===== src/rtl/openhw_clint_apb.sv =====
// Single-hart core-local interruptor: mtime, mtimecmp and msip behind an APB slave,
// driving the machine timer/software interrupt lines into the privileged unit.
module openhw_clint_apb #(
  parameter int unsigned XLEN    = 64,
  parameter int unsigned TIMEDIV = 1,
  parameter int unsigned ADRBITS = 16
) (
  input  logic                 clk,
  input  logic                 reset_n,
  input  logic                 PSEL,
  input  logic                 PENABLE,
  input  logic                 PWRITE,
  input  logic [ADRBITS-1:0]   PADDR,
  input  logic [XLEN-1:0]      PWDATA,
  input  logic [XLEN/8-1:0]    PSTRB,
  output logic [XLEN-1:0]      PRDATA,
  output logic                 PREADY,
  output logic                 PSLVERR,
  output logic [63:0]          MTIME_CLINT,
  output logic                 MTimerInt,
  output logic                 MSwInt
);

  localparam logic [15:0] PreMax = 16'(TIMEDIV - 1);

  logic [63:0] mtime, mtimecmp;
  logic        msip;
  logic [15:0] prescaler;

  logic        selMsip, selCmp, selTime, mapped;
  logic        access, wrEn, timeWr, wrap;
  logic [63:0] wdata64, rdata64, byteMask, mtimeMerged;
  logic [7:0]  strb8;
  logic [XLEN-1:0] rdNext;
  logic        unusedAddr;

  assign selMsip = (PADDR[15:3] == 13'h0000);
  assign selCmp  = (PADDR[15:3] == 13'h0800);
  assign selTime = (PADDR[15:3] == 13'h17FF);
  assign mapped  = selMsip | selCmp | selTime;
  assign unusedAddr = ^PADDR;

  // Both widths are folded onto a 64-bit data path with a per-byte strobe.
  if (XLEN == 64) begin : gWide
    assign wdata64 = PWDATA;
    assign strb8   = PSTRB;
    assign rdNext  = rdata64;
  end else begin : gSplit
    assign wdata64 = {PWDATA, PWDATA};
    assign strb8   = PADDR[2] ? {PSTRB, 4'h0} : {4'h0, PSTRB};
    assign rdNext  = PADDR[2] ? rdata64[63:32] : rdata64[31:0];
  end

  always_comb begin
    byteMask = '0;
    for (int b = 0; b < 8; b++) begin
      byteMask[8*b +: 8] = {8{strb8[b]}};
    end
  end

  always_comb begin
    rdata64 = '0;
    if (selMsip)      rdata64 = {63'b0, msip};
    else if (selCmp)  rdata64 = mtimecmp;
    else if (selTime) rdata64 = mtime;
  end

  assign access      = PSEL & PENABLE;
  assign wrEn        = access & PWRITE & mapped;
  assign timeWr      = wrEn & selTime & (|strb8);
  assign wrap        = (prescaler == PreMax);
  assign mtimeMerged = (mtime & ~byteMask) | (wdata64 & byteMask);

  always_ff @(posedge clk or negedge reset_n) begin
    if (!reset_n) begin
      mtime     <= '0;
      mtimecmp  <= '1;
      msip      <= 1'b0;
      prescaler <= '0;
      PRDATA    <= '0;
      MTimerInt <= 1'b0;
    end else begin
      if (PSEL && !PENABLE) PRDATA <= rdNext;
      MTimerInt <= (mtime >= mtimecmp);
      if (wrEn && selMsip && strb8[0]) msip <= wdata64[0];
      if (wrEn && selCmp) mtimecmp <= (mtimecmp & ~byteMask) | (wdata64 & byteMask);
      // A software write owns all 64 bits this cycle and restarts the prescale interval.
      if (timeWr) begin
        mtime     <= mtimeMerged;
        prescaler <= '0;
      end else if (wrap) begin
        mtime     <= mtime + 64'd1;
        prescaler <= '0;
      end else begin
        prescaler <= prescaler + 16'd1;
      end
    end
  end

  assign PREADY      = access & reset_n;
  assign PSLVERR     = access & reset_n & ~mapped;
  assign MTIME_CLINT = mtime;
  assign MSwInt      = msip;

endmodule


===== config.mk =====
export PLATFORM = sky130hd
export DESIGN_NAME = openhw_clint_apb
export DESIGN_NICKNAME = d
export VERILOG_FILES = /design/src/rtl/openhw_clint_apb.sv
export SDC_FILE = /design/constraint.sdc
export NUM_CORES = 1
export LEC_CHECK = 0
export ABC_AREA = 1
export CELL_PAD_IN_SITES_DETAIL_PLACEMENT = 2
export CELL_PAD_IN_SITES_GLOBAL_PLACEMENT = 2
export CORE_UTILIZATION = 31
export DETAILED_ROUTE_END_ITERATION = 12
export DONT_BUFFER_PORTS = 1
export PLACE_DENSITY_LB_ADDON = 0.12
export SLEW_MARGIN = 0
export SYNTH_ARGS = -nofsm -noshare
export SYNTH_HDL_FRONTEND = slang
export SYNTH_SLANG_ARGS = --single-unit

===== constraint.sdc =====
create_clock -name clk -period 1.7 [get_ports clk]
set_input_delay 0.255 -clock clk [delete_from_list [all_inputs] [get_ports clk]]
set_output_delay 0.255 -clock clk [all_outputs]
set_load 0.01 [all_outputs]

==> results of run 1 <==
## how the worst min path moves through the flow
stage	from	to	slack, ns	cells after the start
2_1_floorplan	reset_n	MSwInt$_DFFE_PN0P_	-0.04	0
3_3_place_gp	reset_n	PRDATA[15]$_DFFE_PN0P_	-0.03	0
3_5_place_dp	reset_n	PRDATA[15]$_DFFE_PN0P_	-0.03	0
4_1_cts	reset_n	asynchronous set/reset pin	-0.66	0
5_1_grt	reset_n	PRDATA[9]$_DFFE_PN0P_	-0.67	0
6_report	reset_n	asynchronous set/reset pin	-0.66	0
## placed cells by master, fill, tap and decap left out, drive strengths merged, types with 53 or more instances in the layout
master	n
o21ai	108
dlygate4sd3	100
inv	255
nand3	126
ha	67
buf	432
dfstp	64
o22ai	53
nand2	878
nor2	256
dfrtp	146
## worst max-delay path, stage by stage (launching register included)
cell	delay [ns]
dfrtp_2	0.47
buf_4	0.19
ha_1	0.35
a21o_1	0.21
a21oi_1	0.29
a21oi_2	0.16
nor2_4	0.13
nand2_4	0.09
nand2_1	0.08
nand2_1	0.07
## cell type report
type	instances	area, µm²	share of cell area [%]
repair buffers	532	4830	21.2
multi-input cells	1619	9820	43.2
flip-flops and latches	210	5380	23.6
clock inverters	12	143	0.627
inverters	258	1030	4.51
diodes	2	5.00	0.0220
clock buffers	38	767	3.37
repair inverters	4	51.3	0.225
well taps	592	741	3.25
## routing by layer
metal / global-route usage (%) / vias to the layer above / share of wire, %
met4: 16.2 / 2 / 7.8
met3: 5.29 / 500 / 6.9
met2: 65.9 / 1117 / 49
met1: 42.1 / 9844 / 37
li1: - / 7773 / -
met5: 0 / - / 0.0094
## timing repair
item / in CTS / in global routing
cloned: 7 / 3
setup endpoints to repair: 80 / 91
pin swaps: 92 / 99
resized for setup: 342 / 424
setup buffers: 32 / 45
endpoints found under the hold margin: 318 / 210
## per-stage QoR
stage          hold slack [ns]  util, %  cells  instance area [µm²]
2_1_floorplan          -0.0406        -   2145                14100
3_3_place_gp           -0.0339     39.1   3036                17500
3_5_place_dp           -0.0328     39.1   3036                17500
4_1_cts                 -0.665     46.8   3223                20900
5_1_grt                 -0.669     51.0   3266                22800
6_report                -0.660     51.0   3267                22800
## power groups by stage
stage | combinational (W) | sequential [W] | clock [W]
2_1_floorplan | 0.000461 | 0.00527 | 0
3_5_place_dp | 0.00110 | 0.00519 | 0
4_1_cts | 0.00156 | 0.00511 | 0.00629
6_report | 0.00217 | 0.00514 | 0.00654
3_3_place_gp | 0.00105 | 0.00519 | 0
5_1_grt | 0.00220 | 0.00514 | 0.00664
## cell families after synthesis
logic type | synth area share [%]
flops | 37.8
fa+ha+maj | 5.94
compound gates | 8.50
xor+xnor | 0.558
simple gates | 38.1
buf+inv | 9.12
==> metrics.txt, run 1 <==
# TYPE chip_impl_metric gauge
chip_impl_info{name="outcome",value="complete, but fails checks"} 1
chip_impl_info{name="violations_in_the_final_reports",value="negative hold slack, negative setup slack"} 1
chip_impl_metric{name="postSynthAreaPerCell",unit="µm²"} 6.58
chip_impl_metric{name="count_of_boundary_i_o_pins",unit=""} 225
chip_impl_metric{name="netlist_instances",unit=""} 2145
chip_impl_metric{name="timing.reg2reg.setup_slack",unit="ns"} -0.47
chip_impl_metric{name="finalMaxSlewViolations",unit=""} 0
chip_impl_metric{name="share_comb_of_total_power",unit="%"} 15.7
chip_impl_metric{name="total_leakage_power",unit="nW"} 11.1
chip_impl_metric{name="final_hpwl_from_detailed_placement",unit="mm"} 52.2
chip_impl_info{name="timing.setup.critical_path_class",value="flip-flop to flip-flop"} 1
chip_impl_metric{name="max_freq",unit="GHz"} 0.462
chip_impl_info{name="regToRegEndpoint",value="MTimerInt$_DFF_PN0_"} 1
chip_impl_metric{name="io_buffers",unit=""} 0
chip_impl_metric{name="synth_cell_types",unit=""} 43
chip_impl_metric{name="grt_pass1_wl",unit="mm"} 129
chip_impl_metric{name="post_drt_wl_per_cell",unit="µm"} 32.7
chip_impl_metric{name="postLayoutSetupSlackWorst",unit="ns"} -0.466
chip_impl_info{name="cp-end-kind",value="flip-flop"} 1
chip_impl_info{name="synth.top_cells.by_count",value="863 x nand2_1, 249 x inv_1, 248 x nor2_1, 146 x dfrtp_1, 124 x nand3_1"} 1
chip_impl_metric{name="vdd_ir_drop_max",unit="mV"} 0.928
chip_impl_info{name="min_path_type",value="input pin to asynchronous set/reset pin"} 1
chip_impl_metric{name="clock_pin_slew_worst_setup_and_hold_paths",unit="ns"} 0.08
chip_impl_info{name="startpoint_type",value="flip-flop"} 1
chip_impl_metric{name="mappedNetlistArea",unit="mm²"} 0.0141
chip_impl_metric{name="layout-area-overhead-vs-synth",unit="%"} 61.2
chip_impl_metric{name="final.fill_count",unit=""} 4985
chip_impl_metric{name="vias",unit=""} 19200
chip_impl_metric{name="clock_sink_count",unit=""} 210
chip_impl_info{name="ys.flop_type",value="dfrtp_1"} 1
chip_impl_info{name="crit_path_end",value="MTimerInt$_DFF_PN0_"} 1
chip_impl_metric{name="power.density_cell_area",unit="mW/mm²"} 609
chip_impl_metric{name="synth.top_cell.area_share",unit="%"} 25.9
chip_impl_metric{name="final.setup_skew",unit="ns"} 0.0536
chip_impl_info{name="yosys-top-cells-area",value="dfrtp_1 26%, nand2_1 23%, dfstp_2 12%"} 1
chip_impl_metric{name="layout-drive-gt1-share",unit="%"} 39.4
chip_impl_metric{name="first_global_vias",unit=""} 20500
chip_impl_metric{name="finalWeightedCongestion",unit=""} 0.907
chip_impl_metric{name="cp_data_required_time",unit="ns"} 2.17
chip_impl_metric{name="drt-total-wl",unit="mm"} 107
chip_impl_metric{name="power_frac_clock",unit="%"} 47.2
chip_impl_metric{name="timing.critical_path.fanout_max",unit=""} 4
chip_impl_info{name="tritoncts",value="built"} 1
chip_impl_metric{name="internal-power",unit="W"} 0.00955
chip_impl_info{name="yosysTopAreaCell",value="dfrtp_1"} 1
chip_impl_metric{name="dieArea",unit="mm²"} 0.0464
chip_impl_metric{name="grtUsageTotal",unit="%"} 36.3
chip_impl_metric{name="cts.htree.levels",unit=""} 1
chip_impl_metric{name="initial_core_util",unit="%"} 31.7
chip_impl_metric{name="worst_r2r_path_depth",unit=""} 9
chip_impl_metric{name="grt_start_max_net_pins",unit=""} 212
chip_impl_metric{name="synthesized_nets",unit=""} 2305
chip_impl_metric{name="ant_nets",unit=""} 0
chip_impl_metric{name="worst_slew_margin_rel",unit="%"} 60.6
chip_impl_metric{name="std_cell_core_area",unit="mm²"} 0.0446
chip_impl_metric{name="cts.path.max_buffers",unit=""} 3
chip_impl_metric{name="worst_slew_pin_tran",unit="ns"} 0.589
chip_impl_metric{name="count_of_flip_flops_with_a_built_in_enable_after_synthesis",unit=""} 0
chip_impl_metric{name="setup_total_negative_slack",unit="ns"} -18.52
chip_impl_metric{name="ys_seq_area_share",unit="%"} 37.8
chip_impl_metric{name="total_chip_power",unit="W"} 0.0139
chip_impl_info{name="yosysMostFrequentCell",value="nand2_1"} 1
chip_impl_metric{name="max_cap_viol_count",unit=""} 0
chip_impl_metric{name="yosysWarningCount",unit=""} 0
chip_impl_info{name="setup_repair_after_global_routing_missed_its_margin",value="yes"} 1
chip_impl_info{name="clock_tree.root_cell",value="clkbuf_16"} 1
chip_impl_metric{name="floorplan.die.height",unit="µm"} 215
chip_impl_metric{name="drc_errors",unit=""} 0
chip_impl_metric{name="synth-seq-cells",unit=""} 210
chip_impl_metric{name="synthArstFlopShare",unit="%"} 100
chip_impl_metric{name="preCtsSetupSlack",unit="ns"} -0.435
chip_impl_metric{name="cts_hold_repair.buffers",unit=""} 100
chip_impl_metric{name="p_switching",unit="W"} 0.00430
chip_impl_metric{name="clock_latency",unit="ns"} 0.63
chip_impl_metric{name="setup_violations",unit=""} 101
chip_impl_metric{name="detailed_router_s_first_iteration_violation_count",unit=""} 1553
chip_impl_metric{name="switching_part_of_the_total",unit="%"} 31.0
chip_impl_metric{name="timing_hold_violations_final",unit=""} 211
chip_impl_metric{name="cts_inserted_buffers",unit=""} 27
chip_impl_metric{name="layout.nets",unit=""} 2812
chip_impl_metric{name="placement_rows",unit=""} 77
chip_impl_metric{name="post_drt_via_cell_ratio",unit=""} 5.89
chip_impl_metric{name="pwr-share-seq",unit="%"} 37.1
chip_impl_metric{name="drt_first_pass_iters",unit=""} 5
chip_impl_metric{name="critPathArrivalTime",unit="ns"} 2.64
chip_impl_metric{name="die_width",unit="µm"} 215
chip_impl_metric{name="finalHoldWorstSlack",unit="ns"} -0.660
chip_impl_metric{name="global_route.overflow_total",unit=""} 0
chip_impl_metric{name="fin_crit_sh",unit="%"} 127
chip_impl_metric{name="final.min_clock_period",unit="ns"} 2.17
chip_impl_metric{name="antenna_found_initial",unit=""} 3
No activity file was read; power rests on OpenSTA's default activity.
==> run 2, diff against run 1 <==
--- a/config.mk
+++ b/config.mk
@@ -8,7 +8,7 @@
 export ABC_AREA = 1
 export CELL_PAD_IN_SITES_DETAIL_PLACEMENT = 2
 export CELL_PAD_IN_SITES_GLOBAL_PLACEMENT = 2
-export CORE_UTILIZATION = 31
+export CORE_UTILIZATION = 32
 export DETAILED_ROUTE_END_ITERATION = 12
 export DONT_BUFFER_PORTS = 1
 export PLACE_DENSITY_LB_ADDON = 0.12
==> metrics.txt, run 2 <==
# TYPE chip_impl_metric gauge
chip_impl_info{name="outcome",value="stopped before the end"} 1
chip_impl_info{name="outcome.stop_stage",value="global routing (5_1_grt)"} 1
chip_impl_info{name="error_line",value="[ERROR DPL-0033] detailed placement checks failed during check placement."} 1
chip_impl_info{name="clock_tree.root_cell",value="clkbuf_16"} 1
chip_impl_metric{name="synth.top_cell.area_share",unit="%"} 25.9
chip_impl_info{name="yosysTopAreaCell",value="dfrtp_1"} 1
chip_impl_info{name="synth.top_cells.by_count",value="863 x nand2_1, 249 x inv_1, 248 x nor2_1, 146 x dfrtp_1, 124 x nand3_1"} 1
chip_impl_metric{name="netlist_instances",unit=""} 2145
chip_impl_metric{name="cts.htree.levels",unit=""} 1
chip_impl_metric{name="grt_start_max_net_pins",unit=""} 212
chip_impl_info{name="worstEpCategory",value="register input"} 1
chip_impl_metric{name="floorplan.die.height",unit="µm"} 212
chip_impl_info{name="yosys-top-cells-area",value="dfrtp_1 26%, nand2_1 23%, dfstp_2 12%"} 1
chip_impl_metric{name="finalWeightedCongestion",unit=""} 0.888
chip_impl_metric{name="placement_rows",unit=""} 76
chip_impl_info{name="yosysMostFrequentCell",value="nand2_1"} 1
chip_impl_metric{name="clock_sink_count",unit=""} 210
chip_impl_metric{name="cts_inserted_buffers",unit=""} 28
chip_impl_metric{name="preCtsSetupSlack",unit="ns"} -0.402
chip_impl_metric{name="synthArstFlopShare",unit="%"} 100
chip_impl_metric{name="yosysWarningCount",unit=""} 0
chip_impl_metric{name="synthesized_nets",unit=""} 2305
chip_impl_metric{name="placed_cells",unit=""} 3044
chip_impl_metric{name="mappedNetlistArea",unit="mm²"} 0.0141
chip_impl_info{name="ys.flop_type",value="dfrtp_1"} 1
chip_impl_metric{name="cts.path.max_buffers",unit=""} 3
chip_impl_metric{name="postSynthAreaPerCell",unit="µm²"} 6.58
chip_impl_metric{name="count_of_flip_flops_with_a_built_in_enable_after_synthesis",unit=""} 0
chip_impl_metric{name="io_buffers",unit=""} 0
chip_impl_metric{name="synth-seq-cells",unit=""} 210
chip_impl_info{name="grt-worst-endpoint",value="_3937_/D"} 1
chip_impl_metric{name="synth_cell_types",unit=""} 43
chip_impl_metric{name="final_hpwl_from_detailed_placement",unit="mm"} 52.3
chip_impl_metric{name="antenna_found_initial",unit=""} 2
chip_impl_metric{name="count_of_boundary_i_o_pins",unit=""} 225
chip_impl_metric{name="ys_seq_area_share",unit="%"} 37.8
chip_impl_metric{name="die_width",unit="µm"} 212
chip_impl_metric{name="initial_core_util",unit="%"} 32.6
run 2: stage by stage:
stage	hold WS (ns)	instance area (µm²)
floorplan	-0.0406	14100
global placement	-0.0355	17600
detailed placement	-0.0350	17600
CTS	-0.651	21600
run 2: timing repair:
action,4_1_cts
buffers inserted,58
cloned,6
setup endpoints to repair,69
pin swaps,96
hold buffers,96
resized for setup,423
hold endpoints to repair,314
run 2: cell families after synthesis:
| group | count (synthesis) | share of synthesized area (%) |
|---|---|---|
| buffers and inverters | 320 | 9.12 |
| AO/OA/AOI/OAI | 219 | 8.50 |
| AND/OR/NAND/NOR | 1320 | 38.1 |
| flip-flops | 210 | 37.8 |
| adder cells (fa/ha/maj) | 67 | 5.94 |
| XOR/XNOR | 9 | 0.558 |
==> run 3, diff against run 2 <==
--- a/config.mk
+++ b/config.mk
@@ -6,12 +6,10 @@
 export NUM_CORES = 1
 export LEC_CHECK = 0
 export ABC_AREA = 1
-export CELL_PAD_IN_SITES_DETAIL_PLACEMENT = 2
-export CELL_PAD_IN_SITES_GLOBAL_PLACEMENT = 2
-export CORE_UTILIZATION = 32
+export CORE_UTILIZATION = 40
 export DETAILED_ROUTE_END_ITERATION = 12
 export DONT_BUFFER_PORTS = 1
-export PLACE_DENSITY_LB_ADDON = 0.12
+export PLACE_DENSITY_LB_ADDON = 0.15
 export SLEW_MARGIN = 0
 export SYNTH_ARGS = -nofsm -noshare
 export SYNTH_HDL_FRONTEND = slang
==> constraint.sdc (replaced) <==
create_clock -name clk -period 2.2 [get_ports clk]
set_input_delay 0.33 -clock clk [delete_from_list [all_inputs] [get_ports clk]]
set_output_delay 0.33 -clock clk [all_outputs]
set_load 0.01 [all_outputs]
==> metrics.txt, run 3 (synthesized netlist as in run 1, its figures left out) <==
# TYPE chip_impl_metric gauge
chip_impl_info{name="outcome",value="complete, but fails checks"} 1
chip_impl_info{name="violations_in_the_final_reports",value="negative hold slack"} 1
chip_impl_metric{name="final_hpwl_from_detailed_placement",unit="mm"} 37.5
chip_impl_metric{name="drt_first_pass_iters",unit=""} 5
chip_impl_info{name="startpoint_type",value="flip-flop"} 1
chip_impl_metric{name="io_buffers",unit=""} 0
chip_impl_info{name="timing.setup.critical_path_class",value="flip-flop to flip-flop"} 1
chip_impl_info{name="timing.critical_path.mode_cell",value="nand2_1"} 1
chip_impl_metric{name="setup_total_negative_slack",unit="ns"} 0
chip_impl_metric{name="internal-power",unit="W"} 0.00666
chip_impl_metric{name="finalHoldWorstSlack",unit="ns"} -0.513
chip_impl_metric{name="first_global_vias",unit=""} 14000
chip_impl_metric{name="max_freq",unit="GHz"} 0.480
chip_impl_metric{name="layout.nets",unit=""} 2491
chip_impl_metric{name="clock_latency",unit="ns"} 0.55
chip_impl_metric{name="vdd_ir_drop_max",unit="mV"} 0.541
chip_impl_info{name="cp-end-kind",value="flip-flop"} 1
chip_impl_metric{name="instances_no_fill",unit=""} 2806
chip_impl_info{name="min_path_type",value="input pin to asynchronous set/reset pin"} 1
chip_impl_metric{name="drc_errors",unit=""} 0
chip_impl_metric{name="cts.htree.levels",unit=""} 1
chip_impl_metric{name="grtUsageTotal",unit="%"} 27.7
chip_impl_metric{name="cts_hold_repair.buffers",unit=""} 100
chip_impl_metric{name="cp_data_required_time",unit="ns"} 2.65
chip_impl_info{name="tritoncts",value="built"} 1
chip_impl_metric{name="clock_pin_slew_worst_setup_and_hold_paths",unit="ns"} 0.06
chip_impl_metric{name="fin_crit_sh",unit="%"} 94.6
chip_impl_metric{name="post_drt_via_cell_ratio",unit=""} 5.14
chip_impl_metric{name="fin_area",unit="mm²"} 0.0172
chip_impl_metric{name="floorplan.die.height",unit="µm"} 190
chip_impl_info{name="clock_tree.root_cell",value="clkbuf_16"} 1
chip_impl_metric{name="preCtsSetupSlack",unit="ns"} -0.000389
chip_impl_metric{name="cts.path.max_buffers",unit=""} 3
chip_impl_metric{name="ant_nets",unit=""} 0
chip_impl_info{name="timing.critical_path.cells",value="inv_1 > nor2_4 > nand2_1 > nor2_1 > nand2_1 > o21ai_0 > nand3_1 > nand2_1 > nand2_1"} 1
chip_impl_metric{name="cts_inserted_buffers",unit=""} 26
chip_impl_info{name="cpMaxStageDelayCell",value="dfrtp_1"} 1
chip_impl_metric{name="timing_hold_violations_final",unit=""} 210
chip_impl_metric{name="count_of_boundary_i_o_pins",unit=""} 225
chip_impl_metric{name="layout-drive-gt1-share",unit="%"} 11.2
chip_impl_metric{name="grt_start_max_net_pins",unit=""} 212
chip_impl_metric{name="finalWeightedCongestion",unit=""} 0.972
chip_impl_metric{name="post_drt_wl_per_cell",unit="µm"} 17.9
chip_impl_metric{name="layout-area-overhead-vs-synth",unit="%"} 21.9
chip_impl_metric{name="worst_slew_pin_tran",unit="ns"} 0.675
chip_impl_metric{name="antenna_found_initial",unit=""} 0
chip_impl_metric{name="critPathArrivalTime",unit="ns"} 2.53
chip_impl_metric{name="p_switching",unit="W"} 0.00221
chip_impl_metric{name="placement.cell_area",unit="mm²"} 0.0153
chip_impl_info{name="layout_commonest_cell",value="nand2_1"} 1
chip_impl_metric{name="placed_cells",unit=""} 2658
chip_impl_metric{name="share_comb_of_total_power",unit="%"} 7.9
chip_impl_metric{name="power.density_cell_area",unit="mW/mm²"} 515
chip_impl_metric{name="die_width",unit="µm"} 190
chip_impl_metric{name="finalMaxSlewViolations",unit=""} 0
chip_impl_metric{name="std_cell_core_area",unit="mm²"} 0.0346
chip_impl_metric{name="timing.critical_path.fanout_max",unit=""} 5
chip_impl_metric{name="max_cap_viol_count",unit=""} 0
chip_impl_metric{name="setup_violations",unit=""} 0
chip_impl_metric{name="power_frac_clock",unit="%"} 47.1
chip_impl_metric{name="final.setup_skew",unit="ns"} 0.0152
chip_impl_metric{name="clock_sink_count",unit=""} 210
chip_impl_metric{name="vias",unit=""} 14400
chip_impl_metric{name="dieArea",unit="mm²"} 0.0361
chip_impl_metric{name="grt_pass1_wl",unit="mm"} 78.0
chip_impl_metric{name="final.min_clock_period",unit="ns"} 2.08
chip_impl_metric{name="total_leakage_power",unit="nW"} 8.84
chip_impl_metric{name="placement_rows",unit=""} 68
chip_impl_metric{name="worst_slew_margin_rel",unit="%"} 55.0
chip_impl_metric{name="global_route.overflow_total",unit=""} 0
chip_impl_metric{name="detailed_router_s_first_iteration_violation_count",unit=""} 1022
chip_impl_info{name="most_frequent_cells_in_the_layout",value="861 x nand2_1, 249 x inv_1, 245 x nor2_1"} 1
chip_impl_metric{name="pwr-share-seq",unit="%"} 45.0
chip_impl_metric{name="postLayoutSetupSlackWorst",unit="ns"} 0.118
chip_impl_metric{name="initial_core_util",unit="%"} 40.8
chip_impl_info{name="setup_repair_after_global_routing_missed_its_margin",value="no"} 1
chip_impl_metric{name="drt-total-wl",unit="mm"} 50.2
chip_impl_metric{name="insertedDiodeCount",unit=""} 0
chip_impl_metric{name="switching_part_of_the_total",unit="%"} 24.9
chip_impl_metric{name="max_stage_delay",unit="ns"} 0.41
chip_impl_metric{name="cts_setup_buffers",unit=""} 0
-- run 3: per-stage QoR --
step,utilization (%),total power (W)
after floorplan,-,0.00443
after global placement,44.3,0.00464
after detailed placement,44.3,0.00465
after CTS,49.6,0.00893
after global routing,49.7,0.00920
final,49.7,0.00887
-- run 3: layout make-up --
class | count | area, µm²
Timing Repair Buffer | 220 | 1960
Clock buffer | 45 | 803
Multi-Input combinational cell | 1615 | 7540
Tap cell | 455 | 569
Sequential cell | 210 | 5340
Inverter | 258 | 971
Fill cell | 3563 | 17400
Clock inverter | 3 | 15.0
-- run 3: worst paths after layout --
check	cells after the start	slack (ns)	endpoint	startpoint
worst min register to register	2	0.46	flip-flop	flip-flop
worst max-delay path	9	0.12	flip-flop	flip-flop
worst min-delay path	0	-0.51	PRDATA[14]$_DFFE_PN0P_	reset_n
worst max register to register	9	0.12	flip-flop	flip-flop
min in group clk	4	0.02	flip-flop	PWDATA[59]
max in group asynchronous	0	2.35	asynchronous set/reset pin	reset_n
-- run 3: worst max-delay path, delay by kind of cell (launching register included) --
family	cells	cell delay, ns
DFF	1	0.41
buffers and inverters	1	0.17
and+or+nand+nor	7	1.19
AOI/OAI and AO/OA	1	0.21
-- run 3: per-layer routing --
| layer | GRT usage [%] | vias to the layer above | part of all wire [%] |
|---|---|---|---|
| met2 | 45.3 | 440 | 46 |
| met4 | 6.27 | 0 | 1.6 |
| li1 | - | 7136 | - |
| met3 | 4.26 | 43 | 7.0 |
| met5 | 0 | - | 0 |
| met1 | 38.2 | 6792 | 46 |
-- run 3: repair_timing --
item                                    CTS  global route
endpoints found under the setup margin    0            15
gates resized for setup                   0            11
hold endpoints to repair                275           210
-- run 3: power by group through the flow --
stage	Clock, W	Combinational [W]	Sequential [W]
2_1_floorplan	0	0.000355	0.00407
3_3_place_gp	0	0.000587	0.00405
3_5_place_dp	0	0.000595	0.00405
4_1_cts	0.00425	0.000694	0.00399
5_1_grt	0.00442	0.000783	0.00400
6_report	0.00417	0.000701	0.00399
